[src/rtl/nibble_serial_adder_ctrl_if.sv]
// rtl/nibble_serial_adder_ctrl_if.sv - requester-side bus of the nibble-serial adder sequencer
// Ovf exists only when SIGNED_OVF_EN is defined.
interface nibble_serial_adder_ctrl_if #(
  parameter int WIDTH = 16
);
  logic             start;
  logic [WIDTH-1:0] A;
  logic [WIDTH-1:0] B;
  logic             Cin;
  logic             busy;
  logic             done;
  logic [WIDTH-1:0] Sum;
  logic             Cout;
`ifdef SIGNED_OVF_EN
  logic             Ovf;

  modport master (output start, A, B, Cin, input busy, done, Sum, Cout, Ovf);
  modport slave  (input start, A, B, Cin, output busy, done, Sum, Cout, Ovf);
`else
  modport master (output start, A, B, Cin, input busy, done, Sum, Cout);
  modport slave  (input start, A, B, Cin, output busy, done, Sum, Cout);
`endif
endinterface

[src/rtl/nibble_serial_adder_ctrl.sv]
// rtl/nibble_serial_adder_ctrl.sv - WIDTH-bit add sequenced through one 4-bit ripple adder
// Optional signed overflow output guarded by SIGNED_OVF_EN.
module bitadder (
  input  logic [3:0] a,
  input  logic [3:0] b,
  input  logic       ci,
  output logic [3:0] s,
  output logic       co
);
  always_comb begin
    logic c;
    c = ci;
    s = '0;
    for (int i = 0; i < 4; i++) begin
      s[i] = a[i] ^ b[i] ^ c;
      c    = (a[i] & b[i]) | (c & (a[i] ^ b[i]));
    end
    co = c;
  end
endmodule

module nibble_serial_adder_ctrl #(
  parameter int WIDTH = 16
) (
  input  logic                      clk,
  input  logic                      rst_n,
  nibble_serial_adder_ctrl_if.slave bus
);
  localparam int NIB  = WIDTH / 4;
  localparam int IDXW = (NIB > 1) ? $clog2(NIB) : 1;
  localparam logic [IDXW-1:0] LAST = IDXW'(NIB - 1);

  generate
    if ((WIDTH % 4) != 0 || WIDTH < 8) begin : g_bad_width
      $error("nibble_serial_adder_ctrl: WIDTH must be a multiple of 4 and at least 8");
    end
  endgenerate

  typedef enum logic [1:0] {S_IDLE, S_RUN, S_DONE} state_t;

  state_t           state, state_next;
  logic [WIDTH-1:0] a_reg, b_reg, sum_reg;
  logic             carry, cout_reg;
  logic [IDXW-1:0]  idx;
  logic [3:0]       a_nib, b_nib, add_sum;
  logic             add_cout;
  logic             last_step;

  assign last_step = (idx == LAST);

  always_ff @(posedge clk or negedge rst_n) begin
    if (!rst_n) state <= S_IDLE;
    else        state <= state_next;
  end

  always_comb begin
    state_next = state;
    bus.busy   = 1'b0;
    bus.done   = 1'b0;
    case (state)
      S_IDLE: if (bus.start) state_next = S_RUN;
      S_RUN: begin
        bus.busy = 1'b1;
        if (last_step) state_next = S_DONE;
      end
      S_DONE: begin
        bus.busy   = 1'b1;
        bus.done   = 1'b1;
        state_next = S_IDLE;
      end
      default: state_next = S_IDLE;
    endcase
  end

  always_comb begin
    a_nib = '0;
    b_nib = '0;
    for (int i = 0; i < NIB; i++) begin
      if (idx == IDXW'(i)) begin
        a_nib = a_reg[4*i +: 4];
        b_nib = b_reg[4*i +: 4];
      end
    end
  end

  bitadder u_bitadder (
    .a  (a_nib),
    .b  (b_nib),
    .ci (carry),
    .s  (add_sum),
    .co (add_cout)
  );

  always_ff @(posedge clk or negedge rst_n) begin
    if (!rst_n) begin
      a_reg    <= '0;
      b_reg    <= '0;
      sum_reg  <= '0;
      carry    <= 1'b0;
      cout_reg <= 1'b0;
      idx      <= '0;
    end else begin
      case (state)
        S_IDLE: begin
          if (bus.start) begin
            a_reg <= bus.A;
            b_reg <= bus.B;
            carry <= bus.Cin;
            idx   <= '0;
          end
        end
        S_RUN: begin
          for (int i = 0; i < NIB; i++) begin
            if (idx == IDXW'(i)) sum_reg[4*i +: 4] <= add_sum;
          end
          carry <= add_cout;
          if (last_step) cout_reg <= add_cout;
          else           idx      <= idx + 1'b1;
        end
        default: ;
      endcase
    end
  end

  assign bus.Sum  = sum_reg;
  assign bus.Cout = cout_reg;

`ifdef SIGNED_OVF_EN
  logic ovf_reg;
  logic msb_carry_in;

  // On the last step add_sum[3] is result bit WIDTH-1, so this recovers the carry into the MSB.
  assign msb_carry_in = a_reg[WIDTH-1] ^ b_reg[WIDTH-1] ^ add_sum[3];

  always_ff @(posedge clk or negedge rst_n) begin
    if (!rst_n)                          ovf_reg <= 1'b0;
    else if (state == S_RUN && last_step) ovf_reg <= msb_carry_in ^ add_cout;
  end

  assign bus.Ovf = ovf_reg;
`endif
endmodule

[src/flat_wrapper.sv]
// flat-port wrapper written by rule: the top's interface ports become plain ports
module nibble_serial_adder_ctrl_flat 
#(
  parameter int WIDTH = 16
)
  (clk, rst_n, bus_start, bus_A, bus_B, bus_Cin, bus_busy, bus_done, bus_Sum, bus_Cout);
  nibble_serial_adder_ctrl_if #(.WIDTH(WIDTH)) bus_i ();
  input  logic clk;
  input  logic rst_n;
  input wire logic [$bits(bus_i.start)-1:0] bus_start;
  input wire logic [$bits(bus_i.A)-1:0] bus_A;
  input wire logic [$bits(bus_i.B)-1:0] bus_B;
  input wire logic [$bits(bus_i.Cin)-1:0] bus_Cin;
  output wire logic [$bits(bus_i.busy)-1:0] bus_busy;
  output wire logic [$bits(bus_i.done)-1:0] bus_done;
  output wire logic [$bits(bus_i.Sum)-1:0] bus_Sum;
  output wire logic [$bits(bus_i.Cout)-1:0] bus_Cout;
  assign bus_i.start = bus_start;
  assign bus_i.A = bus_A;
  assign bus_i.B = bus_B;
  assign bus_i.Cin = bus_Cin;
  assign bus_busy = bus_i.busy;
  assign bus_done = bus_i.done;
  assign bus_Sum = bus_i.Sum;
  assign bus_Cout = bus_i.Cout;
  nibble_serial_adder_ctrl #(.WIDTH(WIDTH)) u_core (.clk(clk), .rst_n(rst_n), .bus(bus_i));
endmodule
[config.mk]
export PLATFORM = sky130hd
export DESIGN_NAME = nibble_serial_adder_ctrl_flat
export DESIGN_NICKNAME = d
export VERILOG_FILES = /design/src/rtl/nibble_serial_adder_ctrl_if.sv /design/src/rtl/nibble_serial_adder_ctrl.sv /design/src/flat_wrapper.sv
export SDC_FILE = /design/constraint.sdc
export NUM_CORES = 1
export LEC_CHECK = 0
export BUFFER_PORTS_ARGS = -buffer_cell sky130_fd_sc_hd__clkbuf_2
export CAP_MARGIN = 20
export CORE_MARGIN = 8
export CORE_UTILIZATION = 59
export DETAILED_ROUTE_END_ITERATION = 7
export PLACE_DENSITY = 0.85
export SYNTH_ARGS = -nofsm -noshare
export SYNTH_HDL_FRONTEND = slang
export SYNTH_SLANG_ARGS = --single-unit
[constraint.sdc]
create_clock -name clk -period 9.04 [get_ports clk]
set_clock_uncertainty 0.15 [all_clocks]
set_input_delay 0.452 -clock clk [delete_from_list [all_inputs] [get_ports clk]]
set_output_delay 0.452 -clock clk [all_outputs]
set_load 0.05 [all_outputs]
Word level (Yosys, flattened, before mapping)
Index checks and enable logic that the tools add are counted.
- register bits after elaboration: 54
- output and inout bits: 19
- word-level logic and storage cells: 69
- $add $sub $neg: 1
- eq/ne operators: 8
- mux-type cells: 18
- bitwise gates (word level): 20
- reductions and logical operators: 12
- operator list (operator ; count):
    $mux 4 ; 8
    $reduce_and 2->1 ; 7
    $and 1x1->1 ; 8
    $mux 2 ; 4
    $pmux 2 s2 ; 2
    $xor 1x1->1 ; 8
    $eq 2x2->1 const B ; 3
    $eq 2x1->1 const B ; 2
    $logic_not 2->1 ; 2
    $ne 2x2->1 const B ; 2
    $or 1x1->1 ; 4
    $mux 1 ; 3
    $reduce_and 3->1 ; 1
    $add 2x1->2 const B ; 1
    $ne 2x1->1 const B ; 1
    $pmux 1 s2 ; 1
    $reduce_bool 2->1 ; 1
    $reduce_or 2->1 ; 1

Depth between registers and ports, before layout
Gate-level depths: netlist (run 1).
- word-level depth: 15
- gate-level depth with buffers: 16
- depth with buffers taken out: 15

Modules after synthesis
Synthesis (run 1) repeated with hierarchy kept, for this count alone.
- cell total of the unflattened synthesis: 216
- area, all modules: 2628.8 um^2
- modules (own cells, without submodules) (module ; instances ; cells an instance ; area an instance (um^2)):
    nibble_serial_adder_ctrl ; 1 ; 202 ; 2511.2
    bitadder ; 1 ; 14 ; 117.6

Least setup slack after synthesis (run 1)
No wires, ideal clock.
- path type: register -> register
- start point: register u_core.idx[0]
- end point: register u_core.sum_reg[15] (netlist: u_core.bus.Sum[15])
- setup time: 128 ps
- data arrival time: 2957 ps
- setup slack: 5806 ps
- cell stages (with the launch flop): 14
- path buffers: 0
- clock period less this slack: 3234 ps
- path through: dfrtp_1 inv_1 ha_1 nor2b_1 a221o_1 a22oi_1 fa_1 inv_1 fa_1 inv_1 fa_1 inv_1 fa_1 mux2_1
- word-level cells in the longest chain between the ends: 13
- elaborated cells between the ends (all ways): 27
- classes of those cells: eq/ne (3); mux (8); bitwise (14); reduce/logical (2)
- RTL lines (what ; line ; RTL):
    start, declared ; nibble_serial_adder_ctrl.sv:44 ; logic [IDXW-1:0] idx;
    start signal, assigned ; nibble_serial_adder_ctrl.sv:118 ; else idx <= idx + 1'b1;
    $logic_not 2->1 ; nibble_serial_adder_ctrl.sv:79 ; if (idx == IDXW'(i)) begin
    $mux 4 (4 in series) ; nibble_serial_adder_ctrl.sv:79 ;
    $xor 1x1->1 ; nibble_serial_adder_ctrl.sv:16 ; c = (a[i] & b[i]) | (c & (a[i] ^ b[i]));
    $and 1x1->1 ; nibble_serial_adder_ctrl.sv:16 ;
    $or 1x1->1 ; nibble_serial_adder_ctrl.sv:16 ;
    $and 1x1->1 ; nibble_serial_adder_ctrl.sv:16 ;
    $or 1x1->1 ; nibble_serial_adder_ctrl.sv:16 ;
    $and 1x1->1 ; nibble_serial_adder_ctrl.sv:16 ;
    $or 1x1->1 ; nibble_serial_adder_ctrl.sv:16 ;
    $xor 1x1->1 (*) ; nibble_serial_adder_ctrl.sv:15 ; s[i] = a[i] ^ b[i] ^ c;
    named net u_core.add_sum[3] ; nibble_serial_adder_ctrl.sv:45 ; logic [3:0] a_nib, b_nib, add_sum;
    end signal, assigned by index ; nibble_serial_adder_ctrl.sv:114 ; if (idx == IDXW'(i)) sum_reg[4*i +: 4] <= add_sum;
    end, declared ; nibble_serial_adder_ctrl.sv:42 ; logic [WIDTH-1:0] a_reg, b_reg, sum_reg;
The timed path passes the listed nets; every way through them passes the cells marked *.
A chain may end at the register's enable or synchronous reset.

Final worst setup path (run 1)
- start point: register u_core.idx[1]
- end point: register u_core.sum_reg[15] (netlist: u_core.bus.Sum[15])
The elaborated chain is that of the path after synthesis.

==> reports/results.txt, run 1 <==
Vias per cell = 5.56
Initial antenna violation count = 0
Mapped Area = 2670 µm²
Post-route ant nets = 0
FF+latch count, synth = 54
DRC = 0
Post-CTS Setup Bufs = 0
Worst-Margin Slew = 1.02 ns
Final setup violating endpoints = 0
Worst path arrival time = 3.63 ns
Cell row count = 24
Min Clock Period, post-route = 3.59 ns
Via count = 1763
Drt first pass iters = 4
Global-route wire length before repair = 9080 µm
Worst-path clk slew = 0.09 ns
Syn nets = 259
CTS Hold Bufs = 0
Max-slew headroom = 0.315
1st-iter DRT viols = 98
Final nets = 311
Cells after synthesis = 212
CTS Root Cell = clkbuf_8
Crit path kind = reg2reg
Most frequent cells in the layout = clkbuf_2, dfrtp_1, mux2_4, nand2_1
Req. time, crit path = 9.08 ns
Synth unique cells = 30
Area leader, netlist = dfrtp_1
Post-CTS sizing = 0
Register area share after synthesis = 0.506
Longest Clk Path Bufs = 2
CP Launch Type = register
I/O pin count = 55
Max Slew Vio Count = 0
Drt wl/cell = 17.3 µm
Ant diodes = 0
Routed WL = 5480 µm
Setup TNS = 0 ns
Max FO, Critical Path = 14
Layout cell share with drive strength beyond 1 = 0.381
RSZ-0062 raised after global routing = no
Clk Latency, worst-skew pair = 0.31 ns
Main area contributors after synthesis = dfrtp_1, mux2_4, mux2_2
Worst Reg-to-Reg Cells = 13
Max_cap viols = 0
Overall die height = 83.3 µm
Worst r2r src = u_core.idx[1]
CTS Buf Count = 5
Reg-to-reg endpoint = u_core.bus.Sum[15]
Yosys top cell area share = 0.506
Post-Syn Area per Cell = 12.6 µm²
GRT Total Usage = 0.159
Worst hold path class = in2async
Synth Warn # = 0
Worst setup EP type = register
Core area = 4350 µm²
Detailed-placement wirelength estimate = 4130 µm
PortBufs = 54
Routability cong. = 0.875
Vias in the first global route = 1811
Largest net degree at the start of global routing = 55
CTS tree = done
# H-tree levels = 2
Sink Count = 54
Layout area overhead = 14.1%
Overall die width = 83.3 µm
Die Area = 6940 µm²
Worst reg-to-reg setup slack = 5.45 ns
Fin crit share = 0.397
Final Hold Viols = 0
Grt ovf = 0
Outcome = finished, final reports clean
Fmax = 0.279 GHz
Starting density of the core = 0.614
[synth_stat cells]
library cell,count
dfrtp_1,54
mux2_4,30
nand2_1,17
inv_1,15
o21ai_0,15
a21oi_1,14
mux2_2,8
ha_1,7
buf_2,6
nor2b_1,5
a22oi_1,4
fa_1,4
buf_6,3
mux2_1,3
nor2_1,3
a21o_1,2
a221o_1,2
a221oi_1,2
a22o_1,2
nand2_2,2
nand2b_1,2
nand3b_1,2
nor3_1,2
o31ai_1,2
a31oi_1,1
buf_4,1
mux2i_1,1
nand3_1,1
nand4_1,1
o211ai_1,1
[kinds of logic (layout without fill, tap and decap cells)]
kind of cell    Yosys count  in the layout  share of synthesized area
compound gates           45             45                      0.103
fa+ha+maj                11             11                     0.0627
buf+inv                  25             78                     0.0478
flops                    54             54                      0.506
mux                      42             42                      0.219
simple gates             35             35                     0.0627
[metal layers]
metal | GRT usage | routed length, µm | vias to the layer above | share of wire
met5 | 0 | 0 | - | 0
met4 | 0.0479 | 57 | 0 | 0.010
met3 | 0.0635 | 422 | 5 | 0.077
met2 | 0.238 | 2500 | 67 | 0.46
met1 | 0.206 | 2500 | 851 | 0.46
li1 | - | - | 840 | -
[worst max-delay path: stages, from the launching register on]
cell and delay [ns]:
dfrtp_1 0.41, inv_1 0.11, ha_1 0.42, nor2b_1 0.16, a221o_1 0.35, a22oi_1 0.19
fa_1 0.20, inv_1 0.05, fa_1 0.35, inv_1 0.07, fa_1 0.16, inv_1 0.05
fa_1 0.49, mux2_1 0.31
[area by class of cell]
class                           instances  area, µm²
Clock buffer                            7       76.3
Clock inverter                          1       30.0
Fill cell                             303       1300
Inverter                               15       56.3
Multi-Input combinational cell        133       1190
Sequential cell                        54       1350
Tap cell                               52       65.1
Timing Repair Buffer                   55        278
[worst max path at each step]
stage | cells after the start | endpoint | start
floorplan | 13 | u_core.bus.Sum[15] | u_core.idx[0]
global placement | 13 | u_core.bus.Sum[15] | u_core.idx[1]
detailed placement | 13 | u_core.bus.Sum[15] | u_core.idx[1]
CTS | 13 | u_core.bus.Sum[15] | u_core.idx[1]
global route | 15 | u_core.carry | u_core.idx[1]
finish | 13 | u_core.bus.Sum[15] | u_core.idx[1]
[per-stage QoR]
stage           util  setup slack [ns]  area, µm²  std cells  hold slack, ns
5_1_grt        0.701              5.13       3050        317           0.165
6_report       0.701              5.45       3050        317          0.0906
2_1_floorplan      -              5.81       2670        212         0.00641
4_1_cts        0.701              5.47       3050        317           0.122
3_3_place_gp   0.676              5.62       2940        309           0.312
3_5_place_dp   0.676              5.48       2940        309           0.321
Power of run 1 is not shown: default switching activity piles up to over one toggle a cycle in this logic, so the estimate is an artifact.
==> run 2, diff against run 1 <==
- ABC_AREA: not set -> 1
- CORE_UTILIZATION: 59 -> 49
- PLACE_DENSITY: 0.85 -> 0.75
- clock period: 9.04 -> 3 ns (I/O delays scaled with it)
==> run 2 against run 1 <==
Net effect: global-route usage up 1.4 points; flip-flop and latch count unchanged; cell area up 19%; critical path depth up 3; via count up 37%; hold slack worse by 0.015 ns; critical endpoint is now u_core.bus.Sum[3]; die area up 17%; wire length up 29%; maximum frequency up 22%; register-to-register slack worse by 5.4 ns.
==> reports/results.txt, run 2 <==
Outcome = finished, final reports clean
Post-Syn Area per Cell = 8.58 µm² (-32%)
Cell row count = 27 (+13%)
Drt first pass iters = 4 (unchanged)
Combinational Power Share = 0.566
Grt ovf = 0 (unchanged)
CTS Root Cell = clkbuf_8
FF+latch count, synth = 54 (unchanged)
Via count = 2410 (+37%)
Max Slew Vio Count = 0 (unchanged)
Ant diodes = 0 (unchanged)
Final Hold Viols = 0 (unchanged)
Largest net degree at the start of global routing = 38 (-31%)
Core area = 5410 µm² (+24%)
Worst-path clk slew = 0.09 ns (about the same)
Overall die height = 90.1 µm (+8.2%)
Routability cong. = 0.955 (+9.1%)
Tot Pwr = 4.29 mW
Reg power frac = 0.297
Fmax = 0.339 GHz (+22%)
Routed WL = 7070 µm (+29%)
Top-count cell post-synth = nand2_1
Vias per cell = 4.95 (-11%)
Internal = 2.23 mW
Net switching power = 2.05 mW
Cells after synthesis = 314 (+48%)
Setup TNS = 0 ns (unchanged)
CP Launch Type = register
Top_reg_cell synth = dfrtp_1
1st-iter DRT viols = 133 (+36%)
Hold path depth = 5
Sink Count = 54 (unchanged)
Sw frac = 0.479
GRT Total Usage = 0.174 (+0.0144)
Fin crit share = 0.983 (+0.586)
PwrDens = 1180 nW/µm²
Mapped Area = 2690 µm² (+0.80%)
Register area share after synthesis = 0.502 (-0.00399)
Overall die width = 90.1 µm (+8.2%)
Most common cell after layout, fill and taps aside = nand2_1
Global-route wire length before repair = 11800 µm (+30%)
I/O pin count = 55 (unchanged)
Max FO, Critical Path = 6 (-8)
Starting density of the core = 0.498 (-0.115)
Vias in the first global route = 2584 (+43%)
Max-slew headroom = 0.559 (+0.244)
Commonest cells post-synth = nand2_1, dfrtp_1, nand3_1
Post-route ant nets = 0 (unchanged)
Die Area = 8130 µm² (+17%)
Main area contributors after synthesis = dfrtp_1, nand2_1, nand3_1
DRC = 0 (unchanged)
Max_cap viols = 0 (unchanged)
Layout cell share with drive strength beyond 1 = 0.294 (-0.0872)
Yosys top cell area share = 0.502 (-0.00399)
Syn nets = 361 (+39%)
Drt wl/cell = 14.5 µm (-16%)
Detailed-placement wirelength estimate = 4740 µm (+15%)
Final nets = 461 (+48%)
Worst hold path class = in2reg
Initial antenna violation count = 0 (unchanged)
CTS tree = done
Min Clock Period, post-route = 2.95 ns (-0.637 ns)
Post-synth EDFFs = 0 (unchanged)
Worst Reg-to-Reg Cells = 16 (+3)
# H-tree levels = 2 (unchanged)
Synth unique cells = 21 (-30%)
Longest Clk Path Bufs = 2 (unchanged)
Crit path kind = reg2reg
Synth Warn # = 0 (unchanged)
LEAKAGE = 1.92 nW
Worst setup EP type = register
Proportion of power drawn by the clock network = 0.136
Area leader, netlist = dfrtp_1
Final setup violating endpoints = 0 (unchanged)
Async SR Flop Fraction = 1.00 (unchanged)
Clk Latency, worst-skew pair = 0.31 ns (about the same)
RSZ-0062 raised after global routing = yes
PortBufs = 54 (unchanged)
CTS Buf Count = 5 (unchanged)
Layout area overhead = 34.9%
Req. time, crit path = 3.05 ns (-6.03 ns)
Worst path arrival time = 3.00 ns (-0.63 ns)
IR drop worst, VDD = 0.000517 V
Worst-Margin Slew = 0.662 ns (-0.362 ns)
Most frequent cells in the layout = nand2_1, clkbuf_2, dfrtp_1, nand3_1, dlygate4sd3_1
[run 2: repair_timing]
| item | 4_1_cts | 5_1_grt |
|---|---|---|
| endpoints found under the hold margin | 57 | 0 |
| setup buffers | 2 | 4 |
| setup endpoints to repair | 5 | 6 |
| hold buffers | 33 | 0 |
| pin swaps | 0 | 5 |
| cloned | 0 | 0 |
| gates resized for setup | 8 | 30 |
[run 2: kinds of logic (layout without fill, tap and decap cells)]
family	after synthesis	after routing	synth area share
fa+ha+maj	11	11	0.0622
flops	54	54	0.502
simple gates	173	173	0.261
buf+inv	37	138	0.0892
compound gates	39	39	0.0855
[run 2: layout make-up]
cell class / instances / area, µm²
clock inverters: 2 / 60.1
inverters: 22 / 90.1
fillers: 423 / 1770
well taps: 72 / 90.1
clock buffers: 6 / 82.6
multi-input cells: 223 / 1190
flip-flops and latches: 54 / 1350
repair buffers: 108 / 769
[run 2: critical path, stage by stage, from the launching register on]
cell and delay (ns):
dfrtp_2 0.46, inv_4 0.09, ha_4 0.19, inv_4 0.05, nand2_2 0.08, nand3_2 0.08, nand2_2 0.07, nand2_2 0.05
fa_2 0.35, inv_2 0.06, fa_2 0.18, inv_2 0.04, fa_2 0.32, inv_2 0.07, fa_2 0.41, inv_2 0.10
o21ai_1 0.07
[run 2: routing by layer]
layer | up-vias | GRT usage | wire length (µm)
met5 | - | 0 | 0
met4 | 0 | 0.0791 | 132
met3 | 13 | 0.0474 | 422
met2 | 75 | 0.298 | 3530
met1 | 1129 | 0.197 | 2980
li1 | 1193 | - | -
[run 2: per-stage QoR]
stage               hold slack (ns)  instance area (µm²)  instances  setup WS [ns]   util
finish                       0.0755                 3630        487         0.0511  0.672
global route                 0.0786                 3630        487        -0.0731  0.672
CTS                          0.0318                 3520        483         0.0209  0.651
detailed placement           0.0536                 3010        440        -0.0987  0.557
global placement             0.0381                 3010        440         0.0332  0.557
floorplan                    -0.296                 2690        314         0.0294      -
[run 2: power by group through the flow]
stage | clock network, mW | logic (mW) | registers [mW]
6_report | 0.584 | 2.43 | 1.27
5_1_grt | 0.626 | 2.71 | 1.31
4_1_cts | 0.593 | 2.22 | 1.27
3_5_place_dp | 0 | 2.13 | 1.28
3_3_place_gp | 0 | 2.07 | 1.26
2_1_floorplan | 0 | 1.32 | 1.54
[run 2: path summary, 6_finish.rpt]
kind                                       start           endpoint  slack, ns
max in group asynchronous                  rst_n   u_core.b_reg[10]       1.67
worst min-delay path                     bus_Cin       u_core.carry       0.08
worst min register to register  u_core.a_reg[14]   u_core.a_reg[14]       0.33
worst max-delay path               u_core.idx[1]  u_core.bus.Sum[3]       0.05
worst max register to register     u_core.idx[1]  u_core.bus.Sum[3]       0.05
min in group asynchronous                  rst_n  u_core.bus.Sum[5]       0.23
(Power assumes the default switching activity.)
==> run 3, diff against run 2 <==
- ABC_AREA: 1 -> not set
- SETUP_SLACK_MARGIN: not set -> 0.05
==> run 3 against run 2 <==
Net effect: the run now ends with setup timing left; largest cell class unchanged; first-iteration DRC count down 59%; clock power is 17% lower; total power increased by 9.5%; die area decreased by 0.65%; highest routed layer unchanged; worst setup slack got worse by 0.23 ns; register-to-register slack lost 0.23 ns.
==> reports/results.txt, run 3 (synthesis results as in run 1) <==
Outcome = complete, but fails checks
Violated checks = setup timing
Sink Count = 54 (unchanged)
LEAKAGE = 1.81 nW (-5.6%)
Worst-path clk slew = 0.09 ns (about the same)
Hold Slack = 0.0442 ns (-0.0313 ns)
Cell row count = 27 (unchanged)
Routability cong. = 0.820 (-14%)
CTS tree = done
Largest net degree at the start of global routing = 42 (+11%)
IR drop worst, VDD = 0.000587 V (+14%)
PortBufs = 54 (unchanged)
Overall die width = 89.9 µm (-0.33%)
Via count = 1976 (-18%)
RSZ-0062 raised after global routing = yes
Detailed-placement wirelength estimate = 4360 µm (-8.0%)
I/O pin count = 55 (unchanged)
Overall die height = 89.9 µm (-0.33%)
Fin crit share = 1.06 (+0.0755)
Final core utilization = 0.681 (+0.00912)
CP Launch Type = register
Worst-Margin Slew = 0.560 ns (-0.102 ns)
Max FO, Critical Path = 7 (+1)
Longest Clk Path Bufs = 2 (unchanged)
Vias in the first global route = 2154 (-17%)
Global-route wire length before repair = 10600 µm (-9.9%)
CTS Buf Count = 5 (unchanged)
Core area = 5370 µm² (-0.62%)
Worst setup EP type = register
Fmax = 0.315 GHz (-7.1%)
# H-tree levels = 2 (unchanged)
Clk Latency, worst-skew pair = 0.31 ns (about the same)
Drt wl/cell = 16.4 µm (+13%)
Post-route ant nets = 0 (unchanged)
Worst path arrival time = 3.22 ns (+0.22 ns)
Placed Cells = 346 (-21%)
Layout cell share with drive strength beyond 1 = 0.453 (+0.159)
Dpl ws = -0.290 ns (-0.192 ns)
Most frequent cells in the layout = clkbuf_2, dfrtp_1, dlygate4sd3_1, mux2_4, buf_4
Final nets = 364 (-21%)
Setup WS post-layout = -0.176 ns (-0.227 ns)
Vias per cell = 5.07 (+2.4%)
Layout fillers = 379 (-10%)
CP bufs+invs = 5 (-1)
Ant diodes = 0 (unchanged)
GRT Total Usage = 0.162 (-0.0113)
Routed WL = 6400 µm (-9.4%)
Crit path max-delay family = adder cells
Starting density of the core = 0.498 (-0.000826)
DRC = 0 (unchanged)
Critical-path top delay cell = fa_2
PwrDens = 1280 nW/µm² (+8.7%)
Worst path cell trace = buf_4, ha_2, buf_4, nor2b_1, o31ai_2, buf_4, fa_2, inv_2, fa_2, inv_2, fa_2, mux2_4
Req. time, crit path = 3.05 ns (about the same)
1st-iter DRT viols = 54 (-59%)
Crit path kind = reg2reg
Grt ovf = 0 (unchanged)
Die Area = 8070 µm² (-0.65%)
Initial antenna violation count = 0 (unchanged)
Final Hold Viols = 0 (unchanged)
Layout area overhead = 36.9%
Final Non-Filler Cells = 390 (-20%)
Max Slew Vio Count = 0 (unchanged)
Min Clock Period, post-route = 3.18 ns (+0.227 ns)
Final setup violating endpoints = 6 (+6)
Most common cell after layout, fill and taps aside = clkbuf_2
Max-slew headroom = 0.627 (+0.0681)
CTS Root Cell = clkbuf_8
Drt first pass iters = 4 (unchanged)
Worst hold path class = in2reg
Crit-path max cell delay = 0.46 ns (about the same)
Max_cap viols = 0 (unchanged)
run 3: changes by cell type in the layout (fill, tap and decap cells not counted), sizes merged, moves of 4 or more:
cell / change
inv: -7
nand2: -103
nor2: -12
nor2b: +5
nand3: -33
mux2: +41
o21ai: -7
a22oi: +4
run 3: power breakdown:
group          total [mW]  internal [mW]  switching (mW)
clock               0.482          0.250           0.232
combinational        2.86           1.32            1.55
sequential           1.35           1.10           0.245
total                4.69           2.67            2.03
run 3: path summary, 6_finish.rpt:
kind / start / to / slack (ns) / depth (start not counted)
max: u_core.idx[1] / u_core.bus.Sum[3] / -0.18 / 12
min: bus_Cin / u_core.carry / 0.04 / 4
max reg2reg: u_core.idx[1] / u_core.bus.Sum[3] / -0.18 / 12
min reg2reg: u_core.bus.Sum[2] / u_core.bus.Sum[2] / 0.34 / 2
min in group asynchronous: rst_n / u_core.b_reg[8] / 0.15 / 2
max in group asynchronous: rst_n / u_core.b_reg[12] / 2.00 / 3
run 3: worst min-delay path, delay by kind of cell:
family	cells	cell delay, ns
AO/OA/AOI/OAI	2	0.18
AND/OR/NAND/NOR	1	0.07
buffers and inverters	1	0.08
run 3: cell type report:
cell class,count,area [µm²],share of cell area
flip-flops and latches,54,1350,0.370
multi-input cells,133,1280,0.351
repair buffers,108,771,0.211
well taps,72,90.1,0.0246
clock buffers,7,76.3,0.0209
inverters,15,56.3,0.0154
clock inverters,1,30.0,0.00821
run 3: stage by stage:
stage / area [µm²] / power (mW) / TNS [ns]
3_5_place_dp: 3150 / 4.02 / -1.54
2_1_floorplan: 2730 / 3.33 / -0.674
6_report: 3660 / 4.69 / -0.879
4_1_cts: 3610 / 4.64 / -0.888
3_3_place_gp: 3150 / 3.93 / -1.02
5_1_grt: 3660 / 5.02 / -1.55
run 3: metal layers:
metal	GRT usage	part of all wire	up-vias	wire, µm
met4	0.0624	0.019	0	124
met1	0.191	0.43	969	2760
met3	0.0407	0.043	11	274
met2	0.279	0.51	47	3250
li1	-	-	949	-
met5	0	0	-	0
run 3: what timing repair did:
item	CTS	global route
hold buffers	33	0
gates resized for setup	11	2
pin swaps	6	5
buffers inserted	0	2
endpoints found under the hold margin	72	0
setup endpoints to repair	6	10
